File: config.mk
export PLATFORM = sky130hd
export DESIGN_NAME = flow_ctrl_fsm_flat
export DESIGN_NICKNAME = d
export VERILOG_FILES = /design/src/rtl/flow_ctrl_if.sv /design/src/rtl/flow_ctrl_fsm.sv /design/src/flat_wrapper.sv
export SDC_FILE = /design/constraint.sdc
export NUM_CORES = 1
export LEC_CHECK = 0
export CORE_ASPECT_RATIO = 1.4
export CORE_UTILIZATION = 40
export CTS_BUF_LIST = sky130_fd_sc_hd__clkbuf_8
export CTS_CLUSTER_DIAMETER = 150
export DETAILED_ROUTE_END_ITERATION = 6
export PLACE_DENSITY = 0.77
export SYNTH_ARGS = -nofsm -noshare
export SYNTH_HDL_FRONTEND = slang
export SYNTH_SLANG_ARGS = --single-unit
File: constraint.sdc
create_clock -name clk -period 2 [get_ports clk]
set_input_delay 0.3 -clock clk [delete_from_list [all_inputs] [get_ports clk]]
set_output_delay 0.3 -clock clk [all_outputs]
set_load 0.02 [all_outputs]
File: src/rtl/flow_ctrl_if.sv
// Config/status bundle between the test/config port, flow_ctrl_fsm and the FIFO bank.
interface flow_ctrl_if #(
    parameter int NUM_CH = 8,
    parameter int TH_W   = 3
);
    logic              init;
    logic [TH_W-1:0]   umbral_bajo_in;
    logic [TH_W-1:0]   umbral_alto_in;
    logic [NUM_CH-1:0] empty_fifos;
    logic [2:0]        state;
    logic [2:0]        next_state;
    logic [TH_W-1:0]   umbral_bajo;
    logic [TH_W-1:0]   umbral_alto;
    logic              idle;
    logic              active;
    logic              error;

    modport master (
        output init, umbral_bajo_in, umbral_alto_in, empty_fifos,
        input  state, next_state, umbral_bajo, umbral_alto,
        input  idle, active, error
    );

    modport slave (
        input  init, umbral_bajo_in, umbral_alto_in, empty_fifos,
        output state, next_state, umbral_bajo, umbral_alto,
        output idle, active, error
    );
endinterface

File: src/rtl/flow_ctrl_fsm.sv
// FIFO flow-control FSM: threshold latch, idle/active status, idle-hold filter.
// Optional macro THRESH_CHECK_EN: bajo >= alto on INIT exit goes to ERROR.
module flow_ctrl_fsm #(
    parameter int NUM_CH    = 8,
    parameter int TH_W      = 3,
    parameter int IDLE_HOLD = 1
) (
    input  logic        clk,
    input  logic        reset,
    flow_ctrl_if.slave  bus
);
    typedef enum logic [2:0] {
        S_RESET  = 3'd0,
        S_INIT   = 3'd1,
        S_IDLE   = 3'd2,
        S_ACTIVE = 3'd3,
        S_ERROR  = 3'd4
    } state_e;

    localparam logic [7:0] HOLD_N = 8'(IDLE_HOLD);

    state_e          state_q, state_d;
    logic [7:0]      hold_q, hold_d;
    logic [7:0]      hold_inc;
    logic [TH_W-1:0] bajo_q, alto_q;
    logic            idle_q, active_q;
    logic            all_empty;
    logic            th_bad;

    assign all_empty = &bus.empty_fifos;
    assign hold_inc  = (hold_q == 8'hFF) ? hold_q : hold_q + 8'd1;

`ifdef THRESH_CHECK_EN
    logic error_q;
    assign th_bad    = (bajo_q >= alto_q);
    assign bus.error = error_q;
`else
    assign th_bad    = 1'b0;
    assign bus.error = 1'b0;
`endif

    always_comb begin
        state_d = S_RESET;
        hold_d  = '0;
        if (!reset) begin
            case (state_q)
                S_RESET: state_d = S_INIT;
                S_INIT: begin
                    if (bus.init)    state_d = S_INIT;
                    else if (th_bad) state_d = S_ERROR;
                    else             state_d = S_IDLE;
                end
                S_IDLE: begin
                    if (bus.init)        state_d = S_INIT;
                    else if (!all_empty) state_d = S_ACTIVE;
                    else                 state_d = S_IDLE;
                end
                S_ACTIVE: begin
                    if (bus.init) begin
                        state_d = S_INIT;
                    end else if (all_empty) begin
                        // this cycle completes the run of empty cycles?
                        if (hold_inc >= HOLD_N) begin
                            state_d = S_IDLE;
                        end else begin
                            state_d = S_ACTIVE;
                            hold_d  = hold_inc;
                        end
                    end else begin
                        state_d = S_ACTIVE;
                    end
                end
                S_ERROR: begin
                    if (bus.init) state_d = S_INIT;
                    else          state_d = S_ERROR;
                end
                default: state_d = S_RESET;
            endcase
        end
    end

    always_ff @(posedge clk) begin
        if (reset) begin
            state_q  <= S_RESET;
            hold_q   <= '0;
            bajo_q   <= '0;
            alto_q   <= '0;
            idle_q   <= 1'b0;
            active_q <= 1'b0;
`ifdef THRESH_CHECK_EN
            error_q  <= 1'b0;
`endif
        end else begin
            state_q  <= state_d;
            hold_q   <= hold_d;
            if (state_q == S_INIT && bus.init) begin
                bajo_q <= bus.umbral_bajo_in;
                alto_q <= bus.umbral_alto_in;
            end
            idle_q   <= (state_d == S_IDLE);
            active_q <= (state_d == S_ACTIVE);
`ifdef THRESH_CHECK_EN
            error_q  <= (state_d == S_ERROR);
`endif
        end
    end

    assign bus.state       = state_q;
    assign bus.next_state  = state_d;
    assign bus.umbral_bajo = bajo_q;
    assign bus.umbral_alto = alto_q;
    assign bus.idle        = idle_q;
    assign bus.active      = active_q;
endmodule

File: src/flat_wrapper.sv
// flat-port wrapper written by rule: the top's interface ports become plain ports
module flow_ctrl_fsm_flat 
#(
    parameter int NUM_CH    = 8,
    parameter int TH_W      = 3,
    parameter int IDLE_HOLD = 1
)
  (clk, reset, bus_init, bus_umbral_bajo_in, bus_umbral_alto_in, bus_empty_fifos, bus_state, bus_next_state, bus_umbral_bajo, bus_umbral_alto, bus_idle, bus_active, bus_error);
  flow_ctrl_if #(.NUM_CH(NUM_CH), .TH_W(TH_W)) bus_i ();
  input  logic clk;
  input  logic reset;
  input wire logic [$bits(bus_i.init)-1:0] bus_init;
  input wire logic [$bits(bus_i.umbral_bajo_in)-1:0] bus_umbral_bajo_in;
  input wire logic [$bits(bus_i.umbral_alto_in)-1:0] bus_umbral_alto_in;
  input wire logic [$bits(bus_i.empty_fifos)-1:0] bus_empty_fifos;
  output wire logic [$bits(bus_i.state)-1:0] bus_state;
  output wire logic [$bits(bus_i.next_state)-1:0] bus_next_state;
  output wire logic [$bits(bus_i.umbral_bajo)-1:0] bus_umbral_bajo;
  output wire logic [$bits(bus_i.umbral_alto)-1:0] bus_umbral_alto;
  output wire logic [$bits(bus_i.idle)-1:0] bus_idle;
  output wire logic [$bits(bus_i.active)-1:0] bus_active;
  output wire logic [$bits(bus_i.error)-1:0] bus_error;
  assign bus_i.init = bus_init;
  assign bus_i.umbral_bajo_in = bus_umbral_bajo_in;
  assign bus_i.umbral_alto_in = bus_umbral_alto_in;
  assign bus_i.empty_fifos = bus_empty_fifos;
  assign bus_state = bus_i.state;
  assign bus_next_state = bus_i.next_state;
  assign bus_umbral_bajo = bus_i.umbral_bajo;
  assign bus_umbral_alto = bus_i.umbral_alto;
  assign bus_idle = bus_i.idle;
  assign bus_active = bus_i.active;
  assign bus_error = bus_i.error;
  flow_ctrl_fsm #(.NUM_CH(NUM_CH), .TH_W(TH_W), .IDLE_HOLD(IDLE_HOLD)) u_core (.clk(clk), .reset(reset), .bus(bus_i));
endmodule
## Word level (Yosys, flattened, before mapping)

Index checks and enable logic that the tools add are counted.

- Flip-flop bits (word level): 19
- Input port bits: 17
- Word-level logic and storage cells: 31

- $add $sub $neg: 1
- Order comparisons: 1
- Equal/unequal tests: 7
- Muxes and demuxes: 10
- Bitwise gates (word level): 2
- Reduce and logical (&&, ||, !) cells: 4

Operators by type and width:

| kind | number |
|---|---|
| one-hot mux 3 bit (5 select lines) | 1 |
| == test 3 x 2 -> 1 bit, second input constant | 4 |
| 2-to-1 mux 3 bit | 4 |
| adder 8 x 1 -> 8 bit, second input constant | 1 |
| == test 8 bit, second input constant | 1 |
| greater-or-equal comparator 8 x 1 -> 1 bit, second input constant | 1 |
| 2-to-1 mux 8 bit | 1 |
| AND reduction 8 bit | 1 |
| OR reduction 5 bit | 1 |
| == test 3 x 1 -> 1 bit, second input constant | 1 |
| == test 3 bit, second input constant | 1 |
| logical NOT 3 bit | 1 |
| 2-to-1 mux 1 bit | 3 |
| 2-to-1 mux 2 bit | 1 |
| inverter 1 bit | 2 |
| logical AND 1 bit | 1 |

## Logic depth before layout (Yosys ltp)

Gate-level depths: netlist of run 1.

- Depth in word-level cells: 9
- Depth in mapped cells: 6
- Depth with buffers taken out: 6

## Worst setup path after synthesis of run 1

No wires, ideal clock.

- Path type: reg2out
- Start point: register u_core.hold_q[0]
- End point: output port bus_next_state[0]
- Arrival: 2.102 ns
- Required time: 1.700 ns
- Path slack: -0.402 ns
- Stages on the path, launching flop included: 7
- Cells stage by stage: dfxtp_1 ha_1 and3_4 or3_1 a2111o_1 a31o_1 a41oi_1

- Word-level cells in the longest chain between the ends: 8

RTL lines:

| element | RTL line | source |
|---|---|---|
| start: declaration | flow_ctrl_fsm.sv:23 | `logic [7:0] hold_q, hold_d;` |
| start signal: assignment | flow_ctrl_fsm.sv:95 | `hold_q <= hold_d;` |
| adder 8 x 1 -> 8 bit or == test 8 bit (tied branches) | flow_ctrl_fsm.sv:31 | `assign hold_inc = (hold_q == 8'hFF) ? hold_q : hold_q + 8'd1;` |
| 2-to-1 mux 8 bit * | flow_ctrl_fsm.sv:31 |  |
| greater-or-equal comparator 8 x 1 -> 1 bit * | flow_ctrl_fsm.sv:63 | `if (hold_inc >= HOLD_N) begin` |
| 2-to-1 mux 1 bit * | flow_ctrl_fsm.sv:63 |  |
| 2-to-1 mux 1 bit * | flow_ctrl_fsm.sv:61 | `end else if (all_empty) begin` |
| 2-to-1 mux 3 bit * | flow_ctrl_fsm.sv:59 | `if (bus.init) begin` |
| one-hot mux 3 bit (5 select lines) * | flow_ctrl_fsm.sv:46 | `case (state_q)` |
| 2-to-1 mux 3 bit * | flow_ctrl_fsm.sv:45 | `if (!reset) begin` |
| end: declaration | flat_wrapper.sv:17 | `output wire logic [$bits(bus_i.next_state)-1:0] bus_next_state;` |

Every way passes the cells marked *; elsewhere a longest branch is shown, timed or not.

## Final worst setup path of run 1

- Start point: register u_core.hold_q[1]
- End point: output port bus_next_state[0]

Same word-level chain as after synthesis.

==> qor.yml, run 1 <==
floorplan:
  start_util_pct: 42.5
  coreArea_um2: 1970
  die_h_um: 56.2
  num_io_pins: 32
  dieArea_um2: 2290
  die_width_um: 40.7
  row_count: 19
placed_design:
  gp_congestion: 0.814
  port_buffers: 30
  pre_cts_ws_ns: -0.617
  placed_cell_area_um2: 1390
  hpwlAfterDp_um: 1860
drt:
  drt-total-wl_um: 2370
  via_per_inst: 5.15
  dr.first_iter.drc_count: 19
  ant_nets: 0
  wire_per_inst_um: 13.4
  drt_pass1_iterations: 4
  via_count: 912
  drc: 0
synth:
  postSynthAreaPerCell_um2: 9.13
  muxShareOfSynthArea_pct: 7.15
  synth_simple_gate_area_share_pct: 24.9
  syn_inst: 92
  synth_seq_cells: 19
  seq_area_frac_synth_pct: 45.3
  synth-adder-area-share_pct: 2.98
  synth_xor_xnor_area_share_pct: 1.04
  synth_compound_gate_area_share_pct: 15.1
  ys_types: 33
  yosys_warnings: 0
  synthesis.area_um2: 840
  synth_top_family_by_area: "simple AND/OR/NAND/NOR gates"
layout:
  area_delta_synth_final_pct: 71.5
  design_area_um2: 1440
  nNetsFinal: 176
  antenna_cells: 0
  final_layout_size_suffix_gt1_share_pct: 25.0
power_and_ir_drop:
  ir_drop_mv: 0.546
  pwr-share-seq_pct: 48.5
  finalPower_w: 0.000840
  power_density_nw_per_um2: 583
  p_leak_nw: 0.613
  power.switching_w: 0.000211
  pwr-share-comb_pct: 19.4
  clock_power_share_pct: 32.0
  cell_internal_pwr_w: 0.000629
  swShare_pct: 25.1
global_routing:
  grt_pass1_vias: 888
  grt_max_degree: 12
  grt_use_total_pct: 23.3
  antenna_found_initial: 0
  gr-total-overflow: 0
  grt_pass1_wl_um: 3670
setup_path:
  arrival_ns: 2.11
  critPathMaxStageDelay_ns: 0.39
  worstPathRequired_ns: 1.70
  crit_path_end_kind: "output pin"
  startpoint_type: "register"
  path_max_fanout: 2
  path_cells: "ha_4 -> and3_4 -> or3_1 -> a2111o_1 -> a31o_1 -> a41oi_2 -> buf_4"
  cp_slowest_cell: "a2111o_1"
  critical_path_class: "reg2out"
outcome:
  failed_checks: "setup timing"
  outcome: "complete, but fails checks"
clock_tree:
  htree_num_levels: 1
  cts_root_buf: "clkbuf_8"
  cts_sinks: 19
  clkTransAtPathRegs_ns: 0.07
  ctsHoldBuffers: 0
  numCtsBuffers: 3
  cts_tree: "yes"
  insertion_delay_ns: 0.26
  cts_buffer_depth: 2
timing:
  drv_slew: 0
  rsz0062_at_grt: "yes"
  fin_crit_ns: 2.41
  hold_ws_ns: 0.497
  setup_ws_ns: -0.405
  finalCritPeriodShare_pct: 120
  hold_violations: 0
  finClkSkew_ns: 0.00274
  setup_viol: 1
  max_clock_freq_mhz: 416
flow_run:
  maxCapViolations: 0
worst_hold_path:
  hp-class: "reg2reg"
-- critical path, delay by kind of cell (launching register included) --
kind                     cells  cell delay (ns)
AO/OA/AOI/OAI                3             0.75
buffers and inverters        1             0.16
adder cells (fa/ha/maj)      1             0.16
AND/OR/NAND/NOR              2             0.44
flip-flops                   1             0.34
-- final timing paths --
check	start	end	slack, ns	depth (start not counted)
max	u_core.hold_q[1]$_SDFF_PP0_	bus_next_state[0]	-0.41	7
min	u_core.bus.umbral_alto[2]$_SDFFE_PP0P_	u_core.bus.umbral_alto[2]$_SDFFE_PP0P_	0.50	2
max reg2reg	u_core.hold_q[1]$_SDFF_PP0_	u_core.hold_q[0]$_SDFF_PP0_	0.12	7
min reg2reg	u_core.bus.umbral_alto[2]$_SDFFE_PP0P_	u_core.bus.umbral_alto[2]$_SDFFE_PP0P_	0.50	2
-- placed cells by master, fill, tap and decap left out, types with 2 or more instances in the layout --
master	n
nor2_1	10
clkdlybuf4s50_1	27
or3_1	3
mux2i_1	6
a41oi_2	2
nand3_1	2
o21ai_0	4
dfxtp_2	2
inv_1	3
buf_4	27
nor2b_1	3
nand4_1	2
a21oi_1	4
clkbuf_8	3
dfxtp_1	17
conb_1	8
nand2_1	7
nor3_1	5
-- per-stage QoR --
| stage | util, % | TNS (ns) | instances |
|---|---|---|---|
| finish | 73.0 | -0.405 | 177 |
| global route | 73.0 | -0.485 | 177 |
| CTS | 72.8 | -0.418 | 177 |
| detailed placement | 70.3 | -0.897 | 172 |
| global placement | 70.3 | -0.863 | 172 |
| floorplan | - | -0.137 | 99 |
-- cell type report --
cell class / count / area [um2]
clock buffer: 3 / 41.3
clock inverter: 1 / 5.00
fill: 150 / 533
inverter: 3 / 11.3
multi-input combinational: 74 / 487
sequential: 19 / 383
tap: 21 / 26.3
timing repair buffer: 56 / 487
-- power by group through the flow --
stage | clock (W) | sequential (W) | combinational (W)
finish | 0.000269 | 0.000407 | 0.000163
floorplan | 0 | 0.000430 | 0.0000492
global route | 0.000287 | 0.000409 | 0.000176
detailed placement | 0 | 0.000416 | 0.000160
global placement | 0 | 0.000415 | 0.000155
CTS | 0.000277 | 0.000407 | 0.000161
-- cell usage after synthesis, drive strengths merged --
| cell | number | area, um2 |
|---|---|---|
| a21o | 1 | 7.51 |
| o21ai | 4 | 20.0 |
| and4b | 1 | 10.0 |
| inv | 3 | 11.3 |
| o211ai | 1 | 7.51 |
| and3b | 1 | 8.76 |
| a41oi | 2 | 17.5 |
| a21oi | 4 | 20.0 |
| nand4 | 2 | 12.5 |
| o22ai | 1 | 6.26 |
| nor4bb | 1 | 10.0 |
| nand3 | 2 | 10.0 |
| a2111oi | 1 | 8.76 |
| nor3 | 5 | 25.0 |
| buf | 1 | 7.51 |
| xor2 | 1 | 8.76 |
| dfxtp | 19 | 380 |
| and3 | 3 | 25.0 |
| or3 | 3 | 18.8 |
| clkbuf | 2 | 7.51 |
| a2111o | 1 | 11.3 |
| conb | 1 | 3.75 |
| a31o | 1 | 8.76 |
| ha | 2 | 25.0 |
| nor2 | 10 | 37.5 |
| a311o | 1 | 10.0 |
| nand2 | 7 | 26.3 |
| nor4 | 1 | 6.26 |
| mux2i | 6 | 60.1 |
| nor2b | 3 | 18.8 |
| a2bb2oi | 1 | 8.76 |
-- repair_timing --
| item | 4_1_cts | 5_1_grt |
|---|---|---|
| pin swaps | 1 | 0 |
| setup buffers | 1 | 1 |
| gates resized for setup | 7 | 5 |
| endpoints found under the setup margin | 3 | 4 |
-- routing by layer --
layer | global-route usage, % | wire length, um
met4 | 11.4 | 61
met3 | 3.60 | 107
met2 | 41.5 | 1330
met1 | 23.8 | 870
met5 | 0 | 0
-- sequential cells by signal, indices dropped and copies added (netlist names) --
name,count
u_core.hold_q,8
u_core.bus.state,3
u_core.bus.umbral_alto,3
u_core.bus.umbral_bajo,3
u_core.bus.active,1
u_core.bus.idle,1
-- cells by family after synthesis --
logic type      Yosys count
other cells               1
flops                    19
buf+inv                   6
compound gates           18
simple gates             39
mux                       6
fa+ha+maj                 2
xor+xnor                  1
Note: power is estimated with default switching activity, not from simulation.
==> inputs of run 2 (changes only) <==
Settings changed: CORE_ASPECT_RATIO 1.4 to not set, CORE_UTILIZATION 40 to 48, PLACE_DENSITY 0.77 to 0.86.
Clock period 2 ns to 2.99 ns, I/O delays scaled along.
==> run 2 against run 1 <==
Effect of this change:
- the flow finishes with violations (DRC)
- worst setup slack better by 0.51 ns
- clock power down 30%
- sequential power down 32%
- clock skew down 0.0010 ns
- largest cell class unchanged
- largest power group unchanged
==> qor.yml, run 2 (synthesis results as in run 1) <==
outcome:
  outcome: "complete, but fails checks"
  failed_checks: "DRC"
setup_path:
  regToRegEndpoint: "u_core.hold_q[0]$_SDFF_PP0_"
  path_max_fanout: 2  # unchanged
  arrival_ns: 2.44  # +0.33 ns
  crit_path_end_kind: "output pin"
  timing.rr.start: "u_core.hold_q[0]$_SDFF_PP0_"
  r2r_slack_ns: 1.06  # +0.94 ns
  r2r_cells: 7  # unchanged
  startpoint_type: "register"
  critical_path_class: "reg2out"
  worstPathRequired_ns: 2.54  # +0.84 ns
timing:
  worst_slew_pin_slew_ns: 0.555
  drv_slew: 0  # unchanged
  hold_violations: 0  # unchanged
  setup_viol: 0  # -1
  finalCritPeriodShare_pct: 96.5
  max_clock_freq_mhz: 346
  relSlewSlack_pct: 62.6
  finClkSkew_ns: 0.00174  # -0.000999 ns
  fin_crit_ns: 2.89
  setup_ws_ns: 0.103  # +0.508 ns
  rsz0062_at_grt: "no"
  timing.setup.tns_ns: 0  # +0.405 ns
global_routing:
  grt_pass1_vias: 833  # -6.2%
  grt_pass1_wl_um: 3630  # -1.1%
  grt_use_total_pct: 26.3  # +3.0 points
  grt_max_degree: 13  # +1
  antenna_found_initial: 0  # unchanged
  gr-total-overflow: 0  # unchanged
clock_tree:
  cts_resized: 1  # -6
  cts_sinks: 19  # unchanged
  cts_root_buf: "clkbuf_8"
  clkTransAtPathRegs_ns: 0.07  # about the same
  numCtsBuffers: 3  # unchanged
  htree_num_levels: 1  # unchanged
  ctsHoldBuffers: 0  # unchanged
  postCtsSetupRepairBufs: 0  # -1
  cts_tree: "yes"
  insertion_delay_ns: 0.26  # about the same
  cts_buffer_depth: 2  # unchanged
placed_design:
  port_buffers: 30  # unchanged
  pre_cts_ws_ns: 0.117  # +0.735 ns
  gp_congestion: 0.778  # -4.4%
  hpwlAfterDp_um: 1640  # -12%
worst_hold_path:
  holdPathStages: 2  # unchanged
  hp-class: "reg2reg"
  min-delay-start: "u_core.bus.umbral_alto[1]$_SDFFE_PP0P_"
  hold_end: "u_core.bus.umbral_alto[1]$_SDFFE_PP0P_"
power_and_ir_drop:
  pwr-share-seq_pct: 50.3  # +1.8 points
  cell_internal_pwr_w: 0.000406  # -35%
  power.switching_w: 0.000141  # -33%
  pwr-share-comb_pct: 15.5  # -3.9 points
  power_density_nw_per_um2: 431  # -26%
  p_leak_nw: 0.511  # -17%
  ir_drop_mv: 0.463  # -15%
  swShare_pct: 25.7  # +0.64 points
  clock_power_share_pct: 34.2  # +2.2 points
drt:
  wire_per_inst_um: 13.6  # +1.7%
  via_per_inst: 5.46  # +6.0%
  drc: 2  # +2
  ant_nets: 0  # unchanged
  via_count: 836  # -8.3%
  drt_pass1_iterations: 6  # +2
  drt-total-wl_um: 2080  # -12%
  dr.first_iter.drc_count: 16  # -3
layout:
  regMostFlops: "u_core.hold_q"
  largest_register_ffs: 8  # unchanged
  fillers: 100  # -33%
  final_layout_size_suffix_gt1_share_pct: 9.49  # -16 points
  nNetsFinal: 157  # -11%
  antenna_cells: 0  # unchanged
  multiInputGateArea_um2: 459  # -5.7%
  final_common_cell: "clkdlybuf4s50_1"
  area_delta_synth_final_pct: 51.4
  register_area_um2: 380  # -0.65%
  final_util_pct: 80.6  # +7.6 points
  mostFrequentLayoutCells: "clkdlybuf4s50_1, dfxtp_1, nor2_1"
floorplan:
  dieArea_um2: 1920  # -16%
  die_width_um: 43.8  # +7.6%
  row_count: 14  # -5
  num_io_pins: 32  # unchanged
  coreArea_um2: 1580  # -20%
  die_h_um: 43.8  # -22%
  start_util_pct: 53.3  # +11 points
flow_run:
  maxCapViolations: 0  # unchanged
run 2: cell types whose count changed in the layout (fill, tap and decap cells not counted), moves of 2 or more:
| cell | change |
|---|---|
| a41oi_2 | -2 |
| buf_4 | -20 |
| dfxtp_2 | -2 |
| dfxtp_1 | +2 |
| clkdlybuf4s50_1 | +2 |
| a41oi_1 | +2 |
run 2: per-layer routing:
| layer | track usage (%) | up-vias | routed length [um] |
|---|---|---|---|
| met5 | 0 | - | 0 |
| met1 | 28.0 | 388 | 849 |
| met3 | 7.92 | 6 | 121 |
| met4 | 14.4 | 0 | 44 |
| met2 | 46.0 | 25 | 1060 |
| li1 | - | 417 | - |
run 2: worst max-delay path: stages, from the launching register on:
cell and delay (ns):
dfxtp_1 0.32, ha_1 0.21, and3_4 0.16, or3_1 0.31, a2111o_1 0.44, a31o_1 0.24
a41oi_1 0.15, dlygate4sd2_1 0.35
run 2: worst max path at each step:
stage,start,endpoint,slack (ns),cells past startpoint
after CTS,u_core.hold_q[0]$_SDFF_PP0_,bus_next_state[0],0.1,7
after global placement,u_core.hold_q[0]$_SDFF_PP0_,bus_next_state[0],0.15,7
after floorplan,u_core.hold_q[0]$_SDFF_PP0_,bus_next_state[0],0.44,6
after global routing,u_core.hold_q[0]$_SDFF_PP0_,bus_next_state[0],0.03,7
final,u_core.hold_q[0]$_SDFF_PP0_,bus_next_state[0],0.10,7
after detailed placement,u_core.hold_q[0]$_SDFF_PP0_,bus_next_state[0],0.12,7
run 2: per-stage QoR:
step	total power, W	hold slack [ns]	cells	area [um2]
6_report	0.000547	0.495	153	1270
5_1_grt	0.000568	0.518	153	1270
4_1_cts	0.000550	0.499	153	1270
3_5_place_dp	0.000366	0.480	149	1220
3_3_place_gp	0.000363	0.471	149	1220
2_1_floorplan	0.000319	0.525	99	866
run 2: power by group through the flow:
| stage | logic (W) | clock network (W) | registers, W |
|---|---|---|---|
| final | 0.0000848 | 0.000187 | 0.000275 |
| after global routing | 0.0000918 | 0.000200 | 0.000277 |
| after CTS | 0.0000850 | 0.000190 | 0.000275 |
| after detailed placement | 0.0000851 | 0 | 0.000281 |
| after global placement | 0.0000828 | 0 | 0.000280 |
| after floorplan | 0.0000321 | 0 | 0.000287 |
run 2: final cells by class:
cell class,instances,area share (%)
clock buffers,3,3.25
clock inverters,1,0.591
inverters,3,0.886
multi-input cells,74,36.1
flip-flops and latches,19,29.9
well taps,16,1.57
repair buffers,37,27.7
==> inputs of run 3 (changes only) <==
Settings changed: PLACE_DENSITY 0.86 to 0.92, TNS_END_PERCENT set to 30.
==> run 3 against run 2 <==
Effect of this change:
- critical path depth is the same
- critical path type unchanged
- power shrank 0.65%
- final cell count is the same
- worst setup slack gained 0.056 ns
- the run still ends with DRC left
- core utilization shrank 0.24 points
- sequential share of layout area grew 0.089 points
- combinational power grew 1%
- wire length grew 13%
- global-route usage grew 1.3 points
==> qor.yml, run 3 (synthesis results as in run 1) <==
power_and_ir_drop:
  power.switching_w: 0.000138  # -2.2%
  swShare_pct: 25.3  # -0.40 points
  pwr-share-comb_pct: 15.8  # +0.3 points
  cell_internal_pwr_w: 0.000406  # -0.11%
  power_density_nw_per_um2: 429  # -0.35%
  finalPower_w: 0.000544  # -0.65%
  ir_drop_mv: 0.358  # -23%
  p_leak_nw: 0.510  # -0.24%
  clock_power_share_pct: 33.4  # -0.8 points
  pwr-share-seq_pct: 50.8  # +0.5 points
floorplan:
  dieArea_um2: 1920  # unchanged
  coreArea_um2: 1580  # unchanged
  num_io_pins: 32  # unchanged
  start_util_pct: 53.3  # unchanged
  die_width_um: 43.8  # unchanged
  die_h_um: 43.8  # unchanged
  row_count: 14  # unchanged
global_routing:
  grt_use_total_pct: 27.6  # +1.3 points
  grt_pass1_vias: 893  # +7.2%
  grt_pass1_wl_um: 3800  # +4.7%
  grt_max_degree: 13  # unchanged
  gr-total-overflow: 0  # unchanged
  antenna_found_initial: 0  # unchanged
setup_path:
  crit_path_end_kind: "output pin"
  startpoint_type: "register"
  critical_path_class: "reg2out"
  path_max_fanout: 5  # +3
  arrival_ns: 2.38  # -0.06 ns
  worstPathRequired_ns: 2.54  # about the same
layout:
  register_area_um2: 380  # unchanged
  final_layout_size_suffix_gt1_share_pct: 10.2  # +0.73 points
  antenna_cells: 0  # unchanged
  mostFrequentLayoutCells: "clkdlybuf4s50_1, dfxtp_1, nor2_1"
  fillers: 94  # -6.0%
  final_common_cell: "clkdlybuf4s50_1"
  fin_cells: 153  # unchanged
  nNetsFinal: 157  # unchanged
  regMostFlops: "u_core.hold_q"
  largest_register_ffs: 8  # unchanged
  final_util_pct: 80.4  # -0.24 points
  multiInputGateArea_um2: 459  # unchanged
  area_delta_synth_final_pct: 51.0
placed_design:
  gp_congestion: 0.903  # +16%
  hpwlAfterDp_um: 1740  # +6.0%
  port_buffers: 30  # unchanged
  pre_cts_ws_ns: 0.0239  # -0.0936 ns
  dpl.cell_count: 149  # unchanged
drt:
  ant_nets: 0  # unchanged
  via_count: 864  # +3.3%
  drc: 4  # +2
  via_per_inst: 5.65  # +3.3%
  wire_per_inst_um: 15.4  # +13%
  drt-total-wl_um: 2350  # +13%
  drt_pass1_iterations: 6  # unchanged
  dr.first_iter.drc_count: 21  # +5
flow_run:
  maxCapViolations: 0  # unchanged
outcome:
  failed_checks: "DRC"
  outcome: "complete, but fails checks"
clock_tree:
  numCtsBuffers: 3  # unchanged
  cts_buffer_depth: 2  # unchanged
  insertion_delay_ns: 0.26  # about the same
  htree_num_levels: 1  # unchanged
  cts_sinks: 19  # unchanged
  clkTransAtPathRegs_ns: 0.07  # about the same
  cts_root_buf: "clkbuf_8"
  postCtsSetupRepairBufs: 0  # unchanged
  cts_tree: "yes"
timing:
  timing.setup.tns_ns: 0  # unchanged
  setup_viol: 0  # unchanged
  finClkSkew_ns: 0.00149  # -0.000255 ns
  hold_violations: 0  # unchanged
  rsz0062_at_grt: "no"
  drv_slew: 0  # unchanged
  max_clock_freq_mhz: 353  # +2.0%
  finalCritPeriodShare_pct: 94.7  # -1.9 points
  setup_ws_ns: 0.159  # +0.0561 ns
  fin_crit_ns: 2.83  # -0.0561 ns
worst_hold_path:
  hp-class: "reg2reg"
-- run 3: repair_timing --
action,in CTS,in global routing
setup endpoints to repair,1,1
hold buffers,0,0
cloned,0,0
gates resized for setup,4,1
pin swaps,0,0
-- run 3: area by class of cell --
| type | instances | area share [%] |
|---|---|---|
| clock inverter | 1 | 0.592 |
| tap | 16 | 1.58 |
| timing repair buffer | 37 | 27.4 |
| sequential | 19 | 30.0 |
| multi-input combinational | 74 | 36.2 |
| clock buffer | 3 | 3.26 |
| inverter | 3 | 0.888 |
-- run 3: worst paths after layout --
kind | startpoint | endpoint | slack, ns | cells after the start
max | u_core.hold_q[1]$_SDFF_PP0_ | bus_next_state[0] | 0.16 | 7
min | u_core.bus.umbral_alto[0]$_SDFFE_PP0P_ | u_core.bus.umbral_alto[0]$_SDFFE_PP0P_ | 0.50 | 2
min reg2reg | u_core.bus.umbral_alto[0]$_SDFFE_PP0P_ | u_core.bus.umbral_alto[0]$_SDFFE_PP0P_ | 0.50 | 2
max reg2reg | u_core.hold_q[1]$_SDFF_PP0_ | u_core.hold_q[0]$_SDFF_PP0_ | 0.99 | 7
-- run 3: metal layers --
metal	vias to the layer above	share of wire (%)	global-route usage, %
met5	-	0	0
met2	37	57	54.9
li1	416	-	-
met4	0	0.89	10.6
met3	4	5.8	6.25
met1	407	37	26.6
-- run 3: worst max-delay path, cell delays in order (launching register included) --
cell,delay [ns]
dfxtp_1,0.36
ha_1,0.23
and3_4,0.16
or3_1,0.30
a2111o_1,0.44
a31o_1,0.25
a41oi_1,0.19
buf_2,0.20
-- run 3: power groups by stage --
stage | Combinational [W] | Clock [W] | Sequential [W]
detailed placement | 0.0000855 | 0 | 0.000281
global route | 0.0000924 | 0.000195 | 0.000277
finish | 0.0000859 | 0.000182 | 0.000276
CTS | 0.0000863 | 0.000183 | 0.000276
global placement | 0.0000822 | 0 | 0.000280
floorplan | 0.0000321 | 0 | 0.000287
-- run 3: metrics by stage --
step                      hold WS [ns]  cell area (um2)
final                            0.503             1270
after global routing             0.533             1270
after floorplan                  0.525              866
after detailed placement         0.496             1220
after CTS                        0.513             1270
after global placement           0.471             1220
